<file path="src/rtl/hazard_ctrl.sv">
// hazard_ctrl: pipeline hazard scheduler producing stall/bubble controls and forwarding selects
//
// Ports:
//   clk          core clock
//   reset        synchronous active-low reset (0 = reset)
//   id_valid     ID holds a real instruction
//   id_rs/id_rt  ID read addresses
//   id_tuse_*    cycles from ID until the operand is needed (TUSE_NONE = unused)
//   id_waddr     ID destination register (0 = no write)
//   id_tnew      cycles after entering EX until the result exists
//   ext_hold     external stall request
//   stall        freeze PC and IF/ID
//   bubble_ex    load a NOP into ID/EX
//   fwd_id_*     ID operand mux select: 0 RF, 1 EX, 2 Mem, 3 WB
//   fwd_ex_*     EX operand mux select: 0 pipeline reg, 2 Mem, 3 WB
//   stall_count  stall cycles since reset (wraps)
module hazard_ctrl #(
   parameter int TW = 3,
   parameter logic [TW-1:0] TUSE_NONE = 3'd7,
   parameter int CNTW = 32
) (
   input  logic            clk,
   input  logic            reset,
   input  logic            id_valid,
   input  logic [4:0]      id_rs,
   input  logic [4:0]      id_rt,
   input  logic [TW-1:0]   id_tuse_rs,
   input  logic [TW-1:0]   id_tuse_rt,
   input  logic [4:0]      id_waddr,
   input  logic [TW-1:0]   id_tnew,
   input  logic            ext_hold,
   output logic            stall,
   output logic            bubble_ex,
   output logic [1:0]      fwd_id_rs,
   output logic [1:0]      fwd_id_rt,
   output logic [1:0]      fwd_ex_rs,
   output logic [1:0]      fwd_ex_rt,
   output logic [CNTW-1:0] stall_count
);

   logic          ex_valid, mem_valid, wb_valid;
   logic [4:0]    ex_waddr, mem_waddr, wb_waddr, ex_rs, ex_rt;
   logic [TW-1:0] ex_tnew, mem_tnew, wb_tnew;
   logic          hz_rs, hz_rt;

   function automatic logic hit(input logic v, input logic [4:0] w, input logic [4:0] r);
      return v && (w == r) && (r != 5'd0);
   endfunction

   function automatic logic [TW-1:0] sat_dec(input logic [TW-1:0] t);
      return (t == '0) ? '0 : t - 1'b1;
   endfunction

   // Nearest match decides; older matches are shadowed.
   function automatic logic haz3(input logic h_ex, input logic h_mem, input logic h_wb,
                                 input logic [TW-1:0] t_ex, input logic [TW-1:0] t_mem,
                                 input logic [TW-1:0] t_wb, input logic [TW-1:0] u);
      return (u != TUSE_NONE) && (h_ex ? (t_ex > u) : h_mem ? (t_mem > u) : (h_wb && (t_wb > u)));
   endfunction

   // A nearest match whose result is not ready yields 0; stall covers that case.
   function automatic logic [1:0] sel3(input logic h_ex, input logic h_mem, input logic h_wb,
                                       input logic [TW-1:0] t_ex, input logic [TW-1:0] t_mem,
                                       input logic [TW-1:0] t_wb);
      return h_ex  ? ((t_ex  == '0) ? 2'd1 : 2'd0) :
             h_mem ? ((t_mem == '0) ? 2'd2 : 2'd0) :
             h_wb  ? ((t_wb  == '0) ? 2'd3 : 2'd0) : 2'd0;
   endfunction

   always_comb begin
      hz_rs = haz3(hit(ex_valid, ex_waddr, id_rs), hit(mem_valid, mem_waddr, id_rs),
                   hit(wb_valid, wb_waddr, id_rs), ex_tnew, mem_tnew, wb_tnew, id_tuse_rs);
      hz_rt = haz3(hit(ex_valid, ex_waddr, id_rt), hit(mem_valid, mem_waddr, id_rt),
                   hit(wb_valid, wb_waddr, id_rt), ex_tnew, mem_tnew, wb_tnew, id_tuse_rt);
      // Reset overrides ext_hold so stall is quiet while in reset.
      stall = reset && (ext_hold || (id_valid && (hz_rs || hz_rt)));
      bubble_ex = stall;
      fwd_id_rs = sel3(hit(ex_valid, ex_waddr, id_rs), hit(mem_valid, mem_waddr, id_rs),
                       hit(wb_valid, wb_waddr, id_rs), ex_tnew, mem_tnew, wb_tnew);
      fwd_id_rt = sel3(hit(ex_valid, ex_waddr, id_rt), hit(mem_valid, mem_waddr, id_rt),
                       hit(wb_valid, wb_waddr, id_rt), ex_tnew, mem_tnew, wb_tnew);
      fwd_ex_rs = ex_valid ? sel3(1'b0, hit(mem_valid, mem_waddr, ex_rs),
                                  hit(wb_valid, wb_waddr, ex_rs), '0, mem_tnew, wb_tnew) : 2'd0;
      fwd_ex_rt = ex_valid ? sel3(1'b0, hit(mem_valid, mem_waddr, ex_rt),
                                  hit(wb_valid, wb_waddr, ex_rt), '0, mem_tnew, wb_tnew) : 2'd0;
   end

   always_ff @(posedge clk) begin
      if (!reset) begin
         ex_valid    <= 1'b0;
         ex_waddr    <= '0;
         ex_tnew     <= '0;
         ex_rs       <= '0;
         ex_rt       <= '0;
         mem_valid   <= 1'b0;
         mem_waddr   <= '0;
         mem_tnew    <= '0;
         wb_valid    <= 1'b0;
         wb_waddr    <= '0;
         wb_tnew     <= '0;
         stall_count <= '0;
      end else begin
         ex_valid    <= id_valid && !stall;
         ex_waddr    <= (id_valid && !stall) ? id_waddr : 5'd0;
         ex_tnew     <= (id_valid && !stall) ? id_tnew : '0;
         ex_rs       <= (id_valid && !stall) ? id_rs : 5'd0;
         ex_rt       <= (id_valid && !stall) ? id_rt : 5'd0;
         mem_valid   <= ex_valid;
         mem_waddr   <= ex_waddr;
         mem_tnew    <= sat_dec(ex_tnew);
         wb_valid    <= mem_valid;
         wb_waddr    <= mem_waddr;
         wb_tnew     <= sat_dec(mem_tnew);
         stall_count <= stall ? stall_count + CNTW'(1) : stall_count;
      end
   end

endmodule

</file>
<file path="config.mk">
export PLATFORM = sky130hd
export DESIGN_NAME = hazard_ctrl
export DESIGN_NICKNAME = d
export VERILOG_FILES = /design/src/rtl/hazard_ctrl.sv
export SDC_FILE = /design/constraint.sdc
export NUM_CORES = 1
export LEC_CHECK = 0
export ABC_CLOCK_PERIOD_IN_PS = 10100
export CELL_PAD_IN_SITES_DETAIL_PLACEMENT = 1
export CELL_PAD_IN_SITES_GLOBAL_PLACEMENT = 1
export CORE_MARGIN = 2
export CORE_UTILIZATION = 43
export DETAILED_ROUTE_END_ITERATION = 7
export PLACE_DENSITY = 0.89
export REMOVE_ABC_BUFFERS = 1
export SYNTH_ARGS = -nofsm -noshare
export SYNTH_HDL_FRONTEND = slang
export SYNTH_SLANG_ARGS = --single-unit
export TNS_END_PERCENT = 30
</file>
<file path="constraint.sdc">
create_clock -name clk -period 10.1 [get_ports clk]
set_clock_uncertainty 0.15 [all_clocks]
set_input_delay 2.02 -clock clk [delete_from_list [all_inputs] [get_ports clk]]
set_output_delay 2.02 -clock clk [all_outputs]
set_load 0.005 [all_outputs]
</file>
* Word-level counts from Yosys, hierarchy flattened
Cells that the tools add are included.
** Word-level totals
- Register bits :: 69
- Input bits :: 28
- Output and inout port bits :: 42
- Logic and storage cells :: 93
** Operators by class
- Reduce and logical (&&, ||, !) cells :: 40
- Add/sub/neg operators :: 3
- Bitwise gates (word level) :: 1
- $lt $le $gt $ge :: 6
- Mux-type cells :: 19
- Eq/ne operators :: 12
** Operators by type and width (number)
- 5-bit equality test :: 10
- 32-bit by 1-bit adder with 32-bit output, second input constant :: 1
- 2-bit 2-to-1 mux :: 14
- 1-bit logical AND :: 27
- 5-bit nonzero test :: 4
- 3-bit > comparator :: 6
- 3-bit logical NOT :: 3
- 3-bit inequality test, second input constant :: 2
- 3-bit by 1-bit subtractor with 3-bit output, second input constant :: 2
- 1-bit 2-to-1 mux :: 5
- 2-bit OR reduction :: 2
- 1-bit logical OR :: 2
- 2-bit AND reduction :: 1
- 1-bit logical NOT :: 1
- 1-bit inverter :: 1

* Depth between registers and ports, before layout
- Depth after elaboration :: 14
- Gate-level depth with buffers :: 11

* Worst setup path before layout
Ideal clock, no wire load.
- Path type :: input to output
- From :: in id_rs[2]
- To :: out stall
- Arrival time :: 3.939 ns
- Cell stages on the path :: 9
- Path buffers :: 2
- Path slack :: 3.991 ns
- Data required time :: 7.930 ns
- Path through :: xor2_1 > nor4_2 > nand3_1 > or4_1 > a32oi_1 > nor2_1 > clkbuf_1 > nor2_1 > buf_4
** Between the ends
- Cells in the longest elaborated chain, start to end :: 11
** RTL lines
- start, declared :: RTL line 25 : input logic [4:0] id_rs,
- 5-bit equality test :: RTL line 47 : return v && (w == r) && (r != 5'd0);
- 1-bit logical AND (2 in series) :: RTL line 47
- 1-bit logical AND :: RTL line 58 : return (u != TUSE_NONE) && (h_ex ? (t_ex > u) : h_mem ? (t_mem > u) : (h_wb && (t_wb > u)));
- 1-bit 2-to-1 mux :: RTL line 58
- 1-bit 2-to-1 mux (*) :: RTL line 58
- 1-bit logical AND (*) :: RTL line 58
- 1-bit logical OR (*) :: RTL line 76 : stall = reset && (ext_hold || (id_valid && (hz_rs || hz_rt)));
- 1-bit logical AND (*) :: RTL line 76
- 1-bit logical OR (*) :: RTL line 76
- 1-bit logical AND (*) :: RTL line 76
- end, declared :: RTL line 32 : output logic stall,
Mark *: on every way between the ends. The rest lies on a longest branch, timed or not.

* Worst setup path after layout
- From :: in id_rs[3]
- To :: out stall
Same word-level chain as after synthesis.

==> flow_results.xml <==
<?xml version="1.0" encoding="UTF-8"?>
<metrics>
  <group name="critical_path">
    <metric name="arrival" unit="ns">5.27</metric>
    <metric name="worst-setup-path-type" unit="">in2out</metric>
    <metric name="req_time_crit_path" unit="ns">7.93</metric>
    <metric name="startpoint_type" unit="">input port</metric>
    <metric name="critPathMaxFanout" unit="">6</metric>
    <metric name="critPathCaptureType" unit="">output port</metric>
  </group>
  <group name="final_layout">
    <metric name="n_fill_cell" unit="">1147</metric>
    <metric name="register_area" unit="um^2">1380</metric>
    <metric name="synthToLayoutAreaGrowth" unit="%">21.9</metric>
    <metric name="antenna-diode-count" unit="">0</metric>
    <metric name="multiInputGateArea" unit="um^2">2640</metric>
    <metric name="leading_cell_type_in_the_layout_fill_and_taps_excluded" unit="">sky130_fd_sc_hd__dfxtp_1</metric>
    <metric name="layout-drive-gt1-share" unit="%">5.55</metric>
    <metric name="design.final.nets" unit="">605</metric>
    <metric name="layout.cells.most_common_list" unit="">69 x sky130_fd_sc_hd__dfxtp_1, 68 x sky130_fd_sc_hd__clkdlybuf4s50_1, 51 x sky130_fd_sc_hd__nand2_1</metric>
  </group>
  <group name="clock_network">
    <metric name="clk_path_buf_depth" unit="">2</metric>
    <metric name="ctsResizeCount" unit="">0</metric>
    <metric name="number_of_buffers_created_by_cts" unit="">9</metric>
    <metric name="cts_root_buf" unit="">sky130_fd_sc_hd__clkbuf_8</metric>
    <metric name="clk_transition_reported_paths" unit="ns">0.08</metric>
    <metric name="htree_levels" unit="">3</metric>
    <metric name="ctsHoldBuffers" unit="">0</metric>
    <metric name="cts_setup_buffers" unit="">0</metric>
    <metric name="clk_latency" unit="ns">0.37</metric>
    <metric name="tritoncts" unit="">yes</metric>
    <metric name="cts_sinks" unit="">69</metric>
  </group>
  <group name="yosys">
    <metric name="synth_cell_types" unit="">42</metric>
    <metric name="synth_ff_type" unit="">sky130_fd_sc_hd__dfxtp_1</metric>
    <metric name="synth.ff_latch_count" unit="">69</metric>
    <metric name="synth-async-reset-ratio" unit="%">0</metric>
    <metric name="synthesis.area" unit="um^2">4240</metric>
    <metric name="synth_xor_area_share" unit="%">10.3</metric>
    <metric name="synthesis.yosys.warnings" unit="">0</metric>
    <metric name="synthMuxAreaShare" unit="%">7.11</metric>
    <metric name="synth.avg_cell_area" unit="um^2">8.42</metric>
    <metric name="synth_fa_ha_area_share" unit="%">6.78</metric>
    <metric name="synth_top_family_by_area" unit="">simple AND/OR/NAND/NOR gates</metric>
    <metric name="seq_area_frac_synth" unit="%">32.6</metric>
    <metric name="synth_simple_gate_area_share" unit="%">29.2</metric>
    <metric name="count_of_flip_flops_with_a_built_in_enable_after_synthesis" unit="">0</metric>
    <metric name="netlist_instances" unit="">504</metric>
    <metric name="compound_cell_area_share_of_the_yosys_netlist" unit="%">8.79</metric>
  </group>
  <group name="power">
    <metric name="vdd_ir_drop_max" unit="uV">55.3</metric>
    <metric name="p_leak" unit="nW">1.99</metric>
    <metric name="power.sequential.fraction" unit="%">47.3</metric>
    <metric name="power_per_cell_area" unit="nW/um^2">117</metric>
    <metric name="cell_internal_pwr" unit="uW">435</metric>
    <metric name="netSwitchingPower" unit="uW">170</metric>
    <metric name="power.share.switching" unit="%">28.1</metric>
    <metric name="comb_power_share" unit="%">12.8</metric>
    <metric name="p_clk_share" unit="%">39.9</metric>
  </group>
  <group name="global_routing">
    <metric name="grt_overflow_total" unit="">0</metric>
    <metric name="antenna_found_initial" unit="">0</metric>
    <metric name="grt_pass1_wl" unit="um">20400</metric>
    <metric name="grt_util_all_layers" unit="%">24.9</metric>
    <metric name="grt_max_degree" unit="">94</metric>
    <metric name="first_global_vias" unit="">4082</metric>
  </group>
  <group name="die">
    <metric name="pin_count" unit="">70</metric>
    <metric name="start_util" unit="%">43.8</metric>
    <metric name="core.rowCount" unit="">36</metric>
    <metric name="die_w" unit="um">103</metric>
    <metric name="die_area" unit="um^2">10700</metric>
    <metric name="fp.coreArea" unit="um^2">9680</metric>
    <metric name="fp.dieH" unit="um">103</metric>
  </group>
  <group name="detailed_routing">
    <metric name="vias_per_cell" unit="">5.59</metric>
    <metric name="drt-initial-drc-count" unit="">132</metric>
    <metric name="route.detailed.wl_per_inst" unit="um">18.1</metric>
    <metric name="firstDrtPassIters" unit="">4</metric>
    <metric name="post-route-drc-count" unit="">0</metric>
    <metric name="route.final.wire_length" unit="um">12500</metric>
    <metric name="ant_nets" unit="">0</metric>
    <metric name="route.vias.total" unit="">3865</metric>
  </group>
  <group name="place">
    <metric name="pre_cts_slack" unit="ns">2.86</metric>
    <metric name="finalWeightedCongestion" unit="">0.912</metric>
    <metric name="buffer_ports.inserted" unit="">69</metric>
    <metric name="post-dp-hpwl" unit="um">9060</metric>
  </group>
  <group name="timing">
    <metric name="timing.slew.headroom" unit="%">43.0</metric>
    <metric name="timing_hold_violations_final" unit="">0</metric>
    <metric name="worst-slew-pin-transition" unit="ns">0.848</metric>
    <metric name="post-route-worst-setup-slack" unit="ns">2.66</metric>
    <metric name="endpoints_failing_setup" unit="">0</metric>
    <metric name="finalMaxSlewViolations" unit="">0</metric>
    <metric name="fmaxAchievable" unit="MHz">134</metric>
    <metric name="fin_setup_tns" unit="ns">0</metric>
    <metric name="final.period_utilization" unit="%">73.7</metric>
    <metric name="rsz0062_at_grt" unit="">no</metric>
    <metric name="final.min_clock_period" unit="ns">7.44</metric>
  </group>
  <group name="hold_path">
    <metric name="timing.hold.worst.class" unit="">reg2reg</metric>
  </group>
  <group name="run">
    <metric name="drv.max_cap_violation_count" unit="">0</metric>
  </group>
  <group name="outcome">
    <metric name="status" unit="">complete, no violations</metric>
  </group>
</metrics>
worst max-delay path, stage by stage:
cell and delay (ns):
sky130_fd_sc_hd__clkdlybuf4s50_1 0.61, sky130_fd_sc_hd__or4_1 0.16, sky130_fd_sc_hd__nor2_1 0.09, sky130_fd_sc_hd__nor4_1 0.77, sky130_fd_sc_hd__nor2_1 0.18, sky130_fd_sc_hd__a32oi_1 0.58
sky130_fd_sc_hd__nor2_1 0.15, sky130_fd_sc_hd__nor2_1 0.18, sky130_fd_sc_hd__clkdlybuf4s50_1 0.53
flip-flops by register name (all words and copies together), names as in the netlist:
name         flops
mem_tnew         3
ex_waddr         5
ex_tnew          3
wb_waddr         5
ex_rs            5
mem_waddr        5
wb_tnew          3
wb_valid         1
ex_valid         1
stall_count     32
ex_rt            5
mem_valid        1
routing by layer:
layer  global-route usage [%]  part of all wire (%)  routed length (um)
met4                     10.1                   2.6                 320
met1                     28.5                    41                5180
met3                     5.98                   4.1                 514
met2                     44.7                    52                6510
met5                        0                     0                   0
cells in the mapped netlist (all sizes together), types with 3 or more instances:
| cell | count | share of area (%) |
|---|---|---|
| buf | 12 | 1.8 |
| mux2i | 29 | 6.8 |
| and4 | 20 | 4.1 |
| nor3 | 7 | 0.83 |
| a21oi | 31 | 3.8 |
| ha | 23 | 6.8 |
| o21ai | 13 | 1.5 |
| nand2b | 30 | 4.4 |
| clkbuf | 21 | 1.9 |
| and3 | 13 | 1.9 |
| a31o | 3 | 0.62 |
| nand4 | 18 | 2.7 |
| nor4 | 8 | 1.3 |
| xnor2 | 28 | 5.8 |
| inv | 18 | 1.6 |
| or4 | 7 | 1.2 |
| dfxtp | 69 | 33 |
| xor2 | 22 | 4.5 |
| nor2b | 5 | 0.74 |
| nand2 | 51 | 4.5 |
| nand3 | 22 | 2.6 |
| nor2 | 20 | 1.8 |
| o21a | 3 | 0.53 |
| and2 | 17 | 2.5 |
stage by stage:
step	hold WS (ns)	cell area, um^2	util [%]	power [mW]	std cells
5_1_grt	0.317	5170	53.4	0.632	692
3_3_place_gp	0.264	4960	51.3	0.363	676
4_1_cts	0.291	5170	53.4	0.611	692
6_report	0.289	5170	53.4	0.604	692
3_5_place_dp	0.284	4960	51.3	0.369	676
2_1_floorplan	0.241	4090	-	0.329	471
path summary, 6_finish.rpt:
path / endpoint / slack [ns] / from / depth (start not counted)
worst max-delay path: stall / 2.66 / id_rs[3] / 9
worst min-delay path: mem_tnew[0] / 0.29 / ex_tnew[0] / 1
worst max register to register: stall_count[18] / 6.89 / mem_waddr[1] / 7
worst min register to register: mem_tnew[0] / 0.29 / ex_tnew[0] / 1
power by group through the flow:
stage / Clock (mW) / Sequential (mW) / Combinational (mW)
5_1_grt: 0.259 / 0.287 / 0.0857
6_report: 0.241 / 0.286 / 0.0773
3_3_place_gp: 0 / 0.292 / 0.0711
2_1_floorplan: 0 / 0.289 / 0.0401
4_1_cts: 0.247 / 0.286 / 0.0776
3_5_place_dp: 0 / 0.292 / 0.0763
cell type report:
class / count / share of cell area (%)
timing repair buffer: 72 / 13.7
multi-input combinational: 384 / 51.1
clock buffer: 10 / 2.66
sequential: 69 / 26.7
tap: 133 / 3.22
inverter: 18 / 1.31
clock inverter: 6 / 1.35
cell families after synthesis:
group | count (synthesis)
AOI/OAI and AO/OA | 60
DFF | 69
adders and majority gates | 23
muxes | 30
and+or+nand+nor | 221
buffers and inverters | 51
xor gates and xnor gates | 50
(Power assumes the default switching activity.)
